<file path="config.mk">
export PLATFORM = sky130hd
export DESIGN_NAME = ball_ctrl
export DESIGN_NICKNAME = d
export VERILOG_FILES = /design/src/rtl/ball_ctrl.sv
export SDC_FILE = /design/constraint.sdc
export NUM_CORES = 1
export LEC_CHECK = 0
export BUFFER_PORTS_ARGS = -buffer_cell sky130_fd_sc_hd__buf_4
export CAP_MARGIN = 40
export CORE_MARGIN = 5
export CORE_UTILIZATION = 62
export CTS_CLUSTER_SIZE = 10
export DETAILED_ROUTE_END_ITERATION = 6
export PLACE_DENSITY = 0.87
export SETUP_SLACK_MARGIN = 0.4
export SLEW_MARGIN = 30
export SYNTH_ARGS = -nofsm -noshare
export SYNTH_HDL_FRONTEND = slang
export SYNTH_SLANG_ARGS = --single-unit
</file>
<file path="constraint.sdc">
create_clock -name clk -period 7.2 [get_ports clk]
set_input_delay 1.44 -clock clk [delete_from_list [all_inputs] [get_ports clk]]
set_output_delay 1.44 -clock clk [all_outputs]
set_load 0.03 [all_outputs]
</file>
<file path="src/rtl/ball_ctrl.sv">
// Ball motion, paddle collision, scoring and serve control for a two-player
// paddle game. All game-state changes happen once per frame, on the tick
// derived from the falling edge of vsync. The ball pixel is decoded
// combinationally from the registered ball position.
module ball_ctrl #(
  parameter int HOLD_FRAMES = 32,  // frames the ball stays hidden after a point
  parameter int WIN_SCORE   = 9    // score that ends the game
) (
  input  logic       clk,
  input  logic       rst,
  input  logic       vsync,
  input  logic [9:0] hcount,
  input  logic [9:0] vcount,
  input  logic [8:0] paddle_pos_l,
  input  logic [8:0] paddle_pos_r,
  input  logic       serve_n,
  output logic [9:0] ball_x,
  output logic [8:0] ball_y,
  output logic [3:0] score_l,
  output logic [3:0] score_r,
  output logic       point_l,
  output logic       point_r,
  output logic       game_over,
  output logic       r,
  output logic       g,
  output logic       b
);

  localparam int HW = (HOLD_FRAMES < 2) ? 1 : $clog2(HOLD_FRAMES + 1);

  localparam logic [9:0] HOME_X = 10'd316;
  localparam logic [8:0] HOME_Y = 9'd236;

  typedef enum logic [1:0] {SERVE, PLAY, SCORED, GAME_OVER} state_t;

  state_t         state_reg;
  logic           vsync_reg;
  logic [9:0]     ball_x_reg;
  logic [8:0]     ball_y_reg;
  logic           dir_x_reg;      // 1 = moving right
  logic           dir_y_reg;      // 1 = moving down
  logic           serve_dir_reg;  // direction of the next serve, 1 = right
  logic [3:0]     score_l_reg;
  logic [3:0]     score_r_reg;
  logic           point_l_reg;
  logic           point_r_reg;
  logic [HW-1:0]  hold_reg;

  // Frame tick: vsync was high last clock and is low now.
  logic tick;
  assign tick = vsync_reg & ~vsync;

  // Collision arithmetic is done in 10 bits so paddle_pos+48 never wraps.
  logic [9:0] y_top, y_bot, pad_l_top, pad_l_bot, pad_r_top, pad_r_bot;
  logic       hit_l, hit_r, miss_l, miss_r;
  logic [3:0] score_l_inc, score_r_inc;

  assign y_top     = {1'b0, ball_y_reg};
  assign y_bot     = y_top + 10'd7;
  assign pad_l_top = {1'b0, paddle_pos_l};
  assign pad_l_bot = pad_l_top + 10'd48;
  assign pad_r_top = {1'b0, paddle_pos_r};
  assign pad_r_bot = pad_r_top + 10'd48;

  assign hit_l  = !dir_x_reg && (ball_x_reg >= 10'd24) && (ball_x_reg < 10'd28) &&
                  (y_bot >= pad_l_top) && (y_top <= pad_l_bot);
  assign hit_r  = dir_x_reg && (ball_x_reg >= 10'd608) && (ball_x_reg < 10'd612) &&
                  (y_bot >= pad_r_top) && (y_top <= pad_r_bot);
  assign miss_l = !dir_x_reg && (ball_x_reg < 10'd4);
  assign miss_r = dir_x_reg && (ball_x_reg >= 10'd632);

  assign score_l_inc = score_l_reg + 4'd1;
  assign score_r_inc = score_r_reg + 4'd1;

  // Game state machine; everything except vsync sampling and the point pulses waits for tick.
  always_ff @(posedge clk or posedge rst) begin
    if (rst) begin
      state_reg     <= SERVE;
      vsync_reg     <= 1'b0;
      ball_x_reg    <= HOME_X;
      ball_y_reg    <= HOME_Y;
      dir_x_reg     <= 1'b1;
      dir_y_reg     <= 1'b1;
      serve_dir_reg <= 1'b1;
      score_l_reg   <= 4'd0;
      score_r_reg   <= 4'd0;
      point_l_reg   <= 1'b0;
      point_r_reg   <= 1'b0;
      hold_reg      <= '0;
    end else begin
      vsync_reg   <= vsync;
      point_l_reg <= 1'b0;
      point_r_reg <= 1'b0;
      if (tick) begin
        case (state_reg)
          SERVE: begin
            if (!serve_n) begin
              state_reg <= PLAY;
              dir_x_reg <= serve_dir_reg;
              dir_y_reg <= 1'b1;
            end
          end
          PLAY: begin
            if (miss_l) begin
              // Right scores; the left player lost, so serve toward the left.
              score_r_reg   <= score_r_inc;
              point_r_reg   <= 1'b1;
              hold_reg      <= HW'(HOLD_FRAMES);
              serve_dir_reg <= 1'b0;
              state_reg     <= (score_r_inc == 4'(WIN_SCORE)) ? GAME_OVER : SCORED;
            end else if (miss_r) begin
              score_l_reg   <= score_l_inc;
              point_l_reg   <= 1'b1;
              hold_reg      <= HW'(HOLD_FRAMES);
              serve_dir_reg <= 1'b1;
              state_reg     <= (score_l_inc == 4'(WIN_SCORE)) ? GAME_OVER : SCORED;
            end else begin
              // Horizontal: a paddle hit reverses and steps away in the same tick.
              if (hit_l) begin
                dir_x_reg  <= 1'b1;
                ball_x_reg <= ball_x_reg + 10'd4;
              end else if (hit_r) begin
                dir_x_reg  <= 1'b0;
                ball_x_reg <= ball_x_reg - 10'd4;
              end else if (dir_x_reg) begin
                ball_x_reg <= ball_x_reg + 10'd4;
              end else begin
                ball_x_reg <= ball_x_reg - 10'd4;
              end
              // Vertical: clamp to the wall row and reverse.
              if (dir_y_reg) begin
                if (y_top + 10'd2 >= 10'd456) begin
                  ball_y_reg <= 9'd456;
                  dir_y_reg  <= 1'b0;
                end else begin
                  ball_y_reg <= ball_y_reg + 9'd2;
                end
              end else begin
                if (y_top <= 10'd18) begin
                  ball_y_reg <= 9'd16;
                  dir_y_reg  <= 1'b1;
                end else begin
                  ball_y_reg <= ball_y_reg - 9'd2;
                end
              end
            end
          end
          SCORED: begin
            if (hold_reg <= HW'(1)) begin
              hold_reg   <= '0;
              state_reg  <= SERVE;
              ball_x_reg <= HOME_X;
              ball_y_reg <= HOME_Y;
            end else begin
              hold_reg <= hold_reg - HW'(1);
            end
          end
          GAME_OVER: begin
            if (!serve_n) begin
              score_l_reg   <= 4'd0;
              score_r_reg   <= 4'd0;
              serve_dir_reg <= 1'b1;
              state_reg     <= SERVE;
              ball_x_reg    <= HOME_X;
              ball_y_reg    <= HOME_Y;
            end
          end
          default: state_reg <= SERVE;
        endcase
      end
    end
  end

  // Ball pixel: visible only while serving or in play, inside the 8x8 box.
  logic in_x, in_y, visible;
  assign in_x    = (hcount >= ball_x_reg) &&
                   ({1'b0, hcount} <= ({1'b0, ball_x_reg} + 11'd7));
  assign in_y    = ({1'b0, vcount} >= {2'b00, ball_y_reg}) &&
                   ({1'b0, vcount} <= ({2'b00, ball_y_reg} + 11'd7));
  assign visible = ((state_reg == SERVE) || (state_reg == PLAY)) && in_x && in_y;

  assign r         = visible;
  assign g         = visible;
  assign b         = visible;
  assign ball_x    = ball_x_reg;
  assign ball_y    = ball_y_reg;
  assign score_l   = score_l_reg;
  assign score_r   = score_r_reg;
  assign point_l   = point_l_reg;
  assign point_r   = point_r_reg;
  assign game_over = (state_reg == GAME_OVER);

endmodule

</file>
==> results of run 1 <==
## layout make-up
class	instances	area share
clock buffers	5	0.0136
repair buffers	73	0.109
flip-flops and latches	38	0.191
well taps	96	0.0237
clock inverters	3	0.0136
inverters	54	0.0400
multi-input cells	422	0.609
## path summary, 6_finish.rpt
path / from / cells past startpoint / end
min: serve_dir_reg / 2 / serve_dir_reg
max: ball_y[1] / 13 / g
max in group asynchronous: rst / 3 / ball_y[2]
min in group asynchronous: rst / 3 / ball_y[8]
max reg2reg: ball_y[1] / 12 / ball_x[8]
min reg2reg: serve_dir_reg / 2 / serve_dir_reg
## per-layer routing
| metal | part of all wire | GRT usage | up-vias |
|---|---|---|---|
| met4 | 0.021 | 0.0722 | 0 |
| met1 | 0.42 | 0.335 | 2023 |
| li1 | - | - | 2070 |
| met2 | 0.50 | 0.481 | 190 |
| met5 | 0 | 0 | - |
| met3 | 0.066 | 0.0449 | 30 |
## power breakdown
group	switching (mW)	internal, mW	total, mW
clock network	0.0815	0.139	0.220
registers	0.154	0.300	0.455
logic	0.689	0.483	1.17
total	0.925	0.922	1.85
## synth_stat cells (2+ instances only)
| library cell | number |
|---|---|
| a211oi_1 | 8 |
| a21o_1 | 5 |
| a21oi_1 | 33 |
| a22o_1 | 2 |
| a22oi_1 | 2 |
| a2bb2oi_1 | 2 |
| a311oi_1 | 3 |
| a31oi_1 | 4 |
| and2_1 | 2 |
| and3_1 | 4 |
| buf_2 | 3 |
| buf_4 | 5 |
| buf_6 | 2 |
| clkbuf_1 | 9 |
| dfrtp_1 | 25 |
| dfstp_2 | 13 |
| ha_1 | 78 |
| inv_1 | 53 |
| mux2_1 | 2 |
| mux2_2 | 4 |
| mux2i_1 | 4 |
| nand2_1 | 27 |
| nand2b_1 | 2 |
| nand3_1 | 23 |
| nand3b_1 | 2 |
| nand4_1 | 13 |
| nor2_1 | 39 |
| nor2b_1 | 4 |
| nor3_1 | 21 |
| o2111ai_1 | 2 |
| o211ai_1 | 2 |
| o21a_1 | 4 |
| o21ai_0 | 52 |
| o21ai_1 | 2 |
| o221ai_1 | 3 |
| o22ai_1 | 4 |
| o2bb2ai_1 | 2 |
| o31ai_1 | 7 |
| or3_1 | 2 |
| or4_1 | 2 |
| xnor2_1 | 23 |
| xor2_1 | 3 |
## worst min-delay path, cell delays in order (launching register included)
cell and delay [ns]:
dfstp_2 0.38, nor2_1 0.10, a21oi_1 0.05
## per-stage QoR
step | area [um2] | power (mW) | hold WS [ns]
after floorplan | 4370 | 1.29 | 0.486
final | 5060 | 1.85 | 0.522
after detailed placement | 4910 | 1.60 | 0.508
after global placement | 4910 | 1.55 | 0.502
after CTS | 5050 | 1.83 | 0.520
after global routing | 5060 | 2.00 | 0.571
## cell usage in the layout (no fill, tap or decap), types with 3 or more instances in the layout
cell type   n
ha_1       78
buf_4      72
inv_1      53
o21ai_0    52
nor2_1     39
a21oi_1    33
nand2_1    27
dfrtp_1    25
nand3_1    23
xnor2_1    23
nor3_1     21
nand4_1    13
dfstp_2    13
a211oi_1    8
o31ai_1     7
a21o_1      5
clkbuf_8    5
nor2b_1     4
and3_1      4
mux2_2      4
o22ai_1     4
mux2i_1     4
a31oi_1     4
o21a_1      4
o221ai_1    3
a311oi_1    3
xor2_1      3
conb_1      3
## logic make-up (layout without fill, tap and decap cells)
| logic type | Yosys count | in the layout | share of synthesized area |
|---|---|---|---|
| AOI/OAI and AO/OA | 154 | 154 | 0.230 |
| and+or+nand+nor | 150 | 150 | 0.171 |
| adders and majority gates | 78 | 78 | 0.224 |
| buffers and inverters | 74 | 135 | 0.0723 |
| DFF | 38 | 38 | 0.222 |
| xor gates and xnor gates | 26 | 26 | 0.0522 |
| muxes | 11 | 11 | 0.0281 |
| other | 1 | 3 | 0.000860 |
==> results.ini, run 1 <==
[sta]
relSlewSlack=0.489
fin_skew_ns=0.00460
hold_viol_final=0
finalMaxSlewViolations=0
setup_viol=0
rsz0062_at_grt=no
fin_crit_sh=0.683
fin_crit_ns=4.92
max_freq_mhz=203
worstMarginPinSlew_ns=0.767
fin_ws_ns=2.28
setup_tns_ns=0

[pwr]
ir_drop_uv=293
leakage_nw=2.38
p_per_area_nw_per_um2=365

[min_path]
hp-class=reg -> reg

[placement]
dpl.hpwl_um=9210
portBuffers=71
globalplace.congestion=0.900
dpl_worst_slack_ns=2.59
dp_cells=682

[floorplan]
start_util=0.638
die_area_um2=8810
fp.dieH_um=93.9
rows=30
core_um2=6830
die_x_um=93.9
io_pins=75

[final_layout]
fin_cells=691
register_area_um2=967
diodes=0
syn2layout_area_growth_pct=16.2
utilization=0.741
multi_input_area_um2=3080
fin_nets=714
drive_above_1_share=0.182
num-fill-cells=543

[clocking]
post_cts_buffers=0
cts_max_level=2
ctsResizeCount=0
clkSinkCount=38
numCtsBuffers=5
hold_buffers=0
clock_path_buffers=2
cts_tree=yes
clkLatencyLatePin_ns=0.29
clk_pin_slew_ns=0.08
clock-root-buffer=clkbuf_8

[global_routing]
grt_max_degree=39
grt_util_all_layers=0.270
grt_overflow=0
antenna_found_initial=0
grt_pass1_vias=4238
grt_first_pass_wirelength_um=19500

[synth]
synth_top_area_frac=0.224
synth_area_leaders=ha_1 (22%), dfrtp_1 (14%), dfstp_2 (7.8%)
yosysSeqAreaShare=0.222
syn_avg_cell_area_um2=8.19
synthDistinctLibCells=72
synthArstFlopShare=1.00
syn_inst=532
yosys.area.top_type=ha_1
yosys_warnings=0
syn_area_um2=4360
ys_ff_latch=38
yosys_most_used_dff=dfrtp_1
synth_edf_count=0

[job]
drv_cap=0

[critical_path]
reg2reg_slack_ns=2.89
setup.worst_path.class=reg -> out
path_buf_inv=3
critPathLaunchType=flip-flop
crit_fanout=16
crit_family=flip-flops
crit_required_ns=5.76
worstSetupEndpointType=primary output
max_stage_delay_ns=0.65
cp_slowest_cell=dfrtp_1
cp_cell_sequence=inv_1, ha_1, nand3b_1, xnor2_1, inv_1, ha_1, nand4_1, nor2_1, a21oi_1, o211ai_1, a21oi_1, o2111a_1, buf_4
cp.arrival_ns=3.48

[detailed_routing]
drtIter0Drc=499
via_per_inst=6.24
vias=4313
dr.pass1.iters=6
wl_per_cell_um=17.1
drtAntennaViolNets=0
drc_errors=0
wl_um=11800

[run_status]
outcome=finished, final reports clean

Power figures use the tool's default switching activity.
==> run 2: changes to the inputs <==
CORE_UTILIZATION = 58   (was 62)
PLACE_DENSITY = 0.82   (was 0.87)
clock period = 4.85 ns   (was 7.2 ns; I/O delays follow)
==> run 2 against run 1 <==
Combinational power is 56% higher. Setup slack worse by 1.6 ns. Clock skew is 0.0023 ns higher.
==> results.ini, run 2 (synthesis gave the netlist of run 1 again) <==
[run_status]
outcome=finished, final reports clean

[pwr]
ir_drop_uv=361
p_per_area_nw_per_um2=550
leakage_nw=2.42

[detailed_routing]
wl_um=11900
drtAntennaViolNets=0
drtIter0Drc=315
via_per_inst=6.17
dr.pass1.iters=5
drc_errors=0
vias=4306
wl_per_cell_um=17.0

[global_routing]
grt_pass1_vias=4277
grt_first_pass_wirelength_um=19400
grt_max_degree=39
antenna_found_initial=0
grt_overflow=0
grt_util_all_layers=0.242

[min_path]
holdPathStages=2
hp-class=reg -> reg

[sta]
max_freq_mhz=240
hold_ws_ns=0.519
rsz0062_at_grt=no
setup_tns_ns=0
setup_viol=0
finalMaxSlewViolations=0
fin_ws_ns=0.676
fin_crit_ns=4.17
hold_viol_final=0
fin_crit_sh=0.861
worstMarginPinSlew_ns=0.791
relSlewSlack=0.472
fin_skew_ns=0.00688

[placement]
portBuffers=71
globalplace.congestion=0.931
dpl.hpwl_um=9170
dpl_worst_slack_ns=0.786

[final_layout]
final_common_cell=ha_1
utilization=0.702
syn2layout_area_growth_pct=17.5
num-fill-cells=611
final_cell_mix=ha_1 (78), buf_4 (76), inv_1 (53)
fin_nets=718
drive_above_1_share=0.190
diodes=0

[floorplan]
die_area_um2=9350
io_pins=75
core_um2=7290
rows=31
start_util=0.598
fp.dieH_um=96.7
die_x_um=96.7

[clocking]
clkLatencyLatePin_ns=0.30
clock-root-buffer=clkbuf_8
cts_max_level=2
clkSinkCount=38
clk_pin_slew_ns=0.08
clock_path_buffers=2
numCtsBuffers=5
cts_tree=yes

[critical_path]
setup.worst_path.class=reg -> out
max_stage_delay_ns=0.70
critPathLaunchType=flip-flop
ff2ff_path_depth=11
cp_slowest_cell=dfstp_2
cp.arrival_ns=3.20
crit_required_ns=3.88
worstSetupEndpointType=primary output
cp_cell_sequence=and3_1, nand2_1, a211oi_1, xnor2_1, inv_1, ha_1, nand4_1, nor2_1, a21oi_1, o211ai_1, a21oi_1, o2111a_1, buf_4
crit_top_cell=a21oi_1
crit_fanout=13

[job]
drv_cap=0

[run 2: cell count changes in the layout (fill, tap and decap cells not counted)]
cell      change
buf_6         -1
xnor2_1       -2
clkbuf_8      +1
xnor2_2       +2
clkinv_4      -1
buf_4         +4
buf_8         +1
[run 2: final timing paths]
path	to	from	slack (ns)
worst max register to register	ball_x[4]	ball_y[3]	0.89
max in group asynchronous	ball_x[4]	rst	3.68
min in group asynchronous	hold_reg[3]	rst	0.80
worst min-delay path	serve_dir_reg	serve_dir_reg	0.52
worst min register to register	serve_dir_reg	serve_dir_reg	0.52
worst max-delay path	r	ball_y[3]	0.68
[run 2: what timing repair did]
action | in CTS | in global routing
endpoints found under the hold margin | 0 | 0
gates resized for setup | 0 | 2
setup endpoints to repair | 0 | 3
setup buffers | 0 | 2
hold buffers | 0 | 0
[run 2: layout make-up]
cell class	instances	area [um2]	area share
Multi-Input combinational cell	422	3100	0.605
Clock inverter	2	60.1	0.0117
Clock buffer	6	82.6	0.0161
Tap cell	99	124	0.0242
Sequential cell	38	967	0.189
Inverter	54	203	0.0396
Timing Repair Buffer	77	586	0.114
[run 2: layer usage]
layer	track usage	vias up	share of wire
met5	0	-	0
met4	0.0691	0	0.019
met3	0.0489	22	0.061
met2	0.434	170	0.51
met1	0.291	2034	0.41
li1	-	2080	-
[run 2: per-stage QoR]
stage               total power, mW  cells  area, um2
CTS                            2.75    695       5080
global route                   3.03    698       5120
floorplan                      1.91    534       4370
global placement               2.32    687       4930
finish                         2.81    698       5120
detailed placement             2.40    687       4930
[run 2: critical path, delay by kind of cell (launching register included)]
family	cells	cell delay [ns]
adder cells (fa/ha/maj)	1	0.30
AND/OR/NAND/NOR	4	0.55
XOR/XNOR	1	0.24
flip-flops	1	0.70
buffers and inverters	2	0.26
AO/OA/AOI/OAI	5	0.86
[run 2: report_power, final]
group / total, mW / internal [mW] / switching, mW / leakage (nW)
Combinational: 1.82 / 0.745 / 1.08 / 1.89
Sequential: 0.646 / 0.446 / 0.200 / 0.456
Clock: 0.345 / 0.220 / 0.125 / 0.0714
==> run 3: changes to the inputs <==
CELL_PAD_IN_SITES_DETAIL_PLACEMENT = 0   (was default)
CELL_PAD_IN_SITES_GLOBAL_PLACEMENT = 1   (was default)
CORE_UTILIZATION = 43   (was 58)
MAX_ROUTING_LAYER = met4   (was default)
PLACE_DENSITY = default   (was 0.82)
PLACE_DENSITY_LB_ADDON = 0.1   (was default)
clock period = 4.7 ns   (was 4.85 ns; I/O delays follow)
==> run 3 against run 2 <==
Critical path depth is the same. Count of clock-buffer cells in the layout grew 1. Critical endpoint is now g. Non-clock buffer count grew 5. Power shrank 1.2%. Core utilization shrank 18 points. Critical path type unchanged.
==> results.ini, run 3 (synthesis gave the netlist of run 1 again) <==
[clocking]
hold_buffers=0
cts_max_level=2
clock_path_buffers=2
numCtsBuffers=5
clock-root-buffer=clkbuf_8
clk_pin_slew_ns=0.07
clkLatencyLatePin_ns=0.28
cts_tree=yes
clkSinkCount=38

[sta]
relSlewSlack=0.427
setup_tns_ns=0
rsz0062_at_grt=no
finalMaxSlewViolations=0
worstMarginPinSlew_ns=0.860
fin_crit_sh=0.861
hold_viol_final=0
fin_skew_ns=0.00644
max_freq_mhz=247
fin_crit_ns=4.05
setup_viol=0

[pwr]
clkPwrFrac=0.083
pwr-share-seq=0.228
combPwrFrac=0.690
p_per_area_nw_per_um2=538
p_sw_frac=0.511
switchingPower_mw=1.42
leakage_nw=2.42
p_int_mw=1.36
total_power_mw=2.78
ir_drop_uv=346

[floorplan]
die_x_um=111
start_util=0.444
fp.dieH_um=111
rows=36
io_pins=75
core_um2=9820
die_area_um2=12300

[detailed_routing]
wl_um=11700
via_per_inst=5.55
vias=4093
wl_per_cell_um=15.9
drtIter0Drc=204
drc_errors=0
drtAntennaViolNets=0
dr.pass1.iters=4

[final_layout]
drive_above_1_share=0.204
fin_nets=723
final_common_cell=buf_4
syn2layout_area_growth_pct=18.5
final_cell_mix=buf_4 (82), ha_1 (77), inv_1 (53)
diodes=0
fin_area_um2=5170

[critical_path]
setup.worst_path.class=reg -> out
ff2ff_path_depth=12
crit_fanout=7
cp.arrival_ns=3.11
cp-startpoint=ball_y[2]
critPathLaunchType=flip-flop
r2r_start=ball_y[2]
worstSetupEndpointType=primary output
crit_required_ns=3.76

[placement]
globalplace.congestion=0.902
dpl_cell_area_um2=4990
portBuffers=71
dpl.hpwl_um=9180

[global_routing]
antenna_found_initial=0
grt_pass1_vias=3946
grt_max_degree=39
grt_first_pass_wirelength_um=19700
grt_overflow=0
grt_util_all_layers=0.194

[min_path]
holdPathStages=2
hp-class=reg -> reg
hp-start=serve_dir_reg

[run_status]
outcome=finished, final reports clean

[job]
drv_cap=0

-- run 3: cell count changes in the layout (fill, tap and decap cells not counted), sizes merged --
cell / before / now
clkinv: 0 / 1
buf: 77 / 82
bufinv: 2 / 0
clkbuf: 6 / 7
-- run 3: critical path: stages (launching register included) --
cell and delay [ns]:
dfstp_2 0.53, inv_1 0.12, ha_2 0.26, nand3b_1 0.25, nor2_1 0.23, inv_1 0.08, ha_1 0.29, nand4_1 0.15
nor2_1 0.08, a21oi_1 0.14, o211ai_1 0.11, a21oi_1 0.16, o2111a_1 0.24, buf_4 0.17
-- run 3: power by group through the flow --
| stage | Sequential, mW | Combinational, mW | Clock [mW] |
|---|---|---|---|
| 2_1_floorplan | 0.715 | 1.25 | 0 |
| 3_3_place_gp | 0.661 | 1.82 | 0 |
| 3_5_place_dp | 0.661 | 1.83 | 0 |
| 4_1_cts | 0.646 | 1.87 | 0.240 |
| 5_1_grt | 0.654 | 2.15 | 0.257 |
| 6_report | 0.633 | 1.92 | 0.230 |
-- run 3: area by class of cell --
cell class                      count  area (um2)
Fill cell                        1011        4650
Multi-Input combinational cell    422        3120
Sequential cell                    38         967
Timing Repair Buffer               82         616
Inverter                           54         203
Tap cell                          133         166
Clock buffer                        7        86.3
Clock inverter                      1        5.00
-- run 3: final timing paths --
check                                      to  slack, ns
worst max-delay path                        g       0.65
worst min-delay path            serve_dir_reg       0.52
worst max register to register      ball_x[4]       0.95
worst min register to register  serve_dir_reg       0.52
max in group asynchronous           ball_x[3]       3.55
min in group asynchronous         hold_reg[2]       0.76
-- run 3: per-layer routing --
| layer | vias up | share of wire | track usage |
|---|---|---|---|
| li1 | 2093 | - | - |
| met1 | 1907 | 0.48 | 0.264 |
| met2 | 85 | 0.48 | 0.316 |
| met3 | 8 | 0.041 | 0.0240 |
| met4 | 0 | 0.0072 | 0.0320 |
| met5 | - | 0 | - |
-- run 3: what timing repair did --
action                                 4_1_cts  5_1_grt
buffers inserted                             1        5
setup endpoints to repair                    3        3
endpoints found under the hold margin        0        0
resized for setup                            2        5
-- run 3: metrics by stage --
| step | setup WS, ns | util | hold slack (ns) | std cells |
|---|---|---|---|---|
| 6_report | 0.655 | 0.526 | 0.520 | 737 |
| 5_1_grt | 0.412 | 0.526 | 0.538 | 737 |
| 4_1_cts | 0.421 | 0.520 | 0.522 | 732 |
| 3_5_place_dp | 0.653 | 0.508 | 0.515 | 723 |
| 3_3_place_gp | 0.715 | 0.508 | 0.509 | 723 |
| 2_1_floorplan | 0.568 | - | 0.486 | 534 |
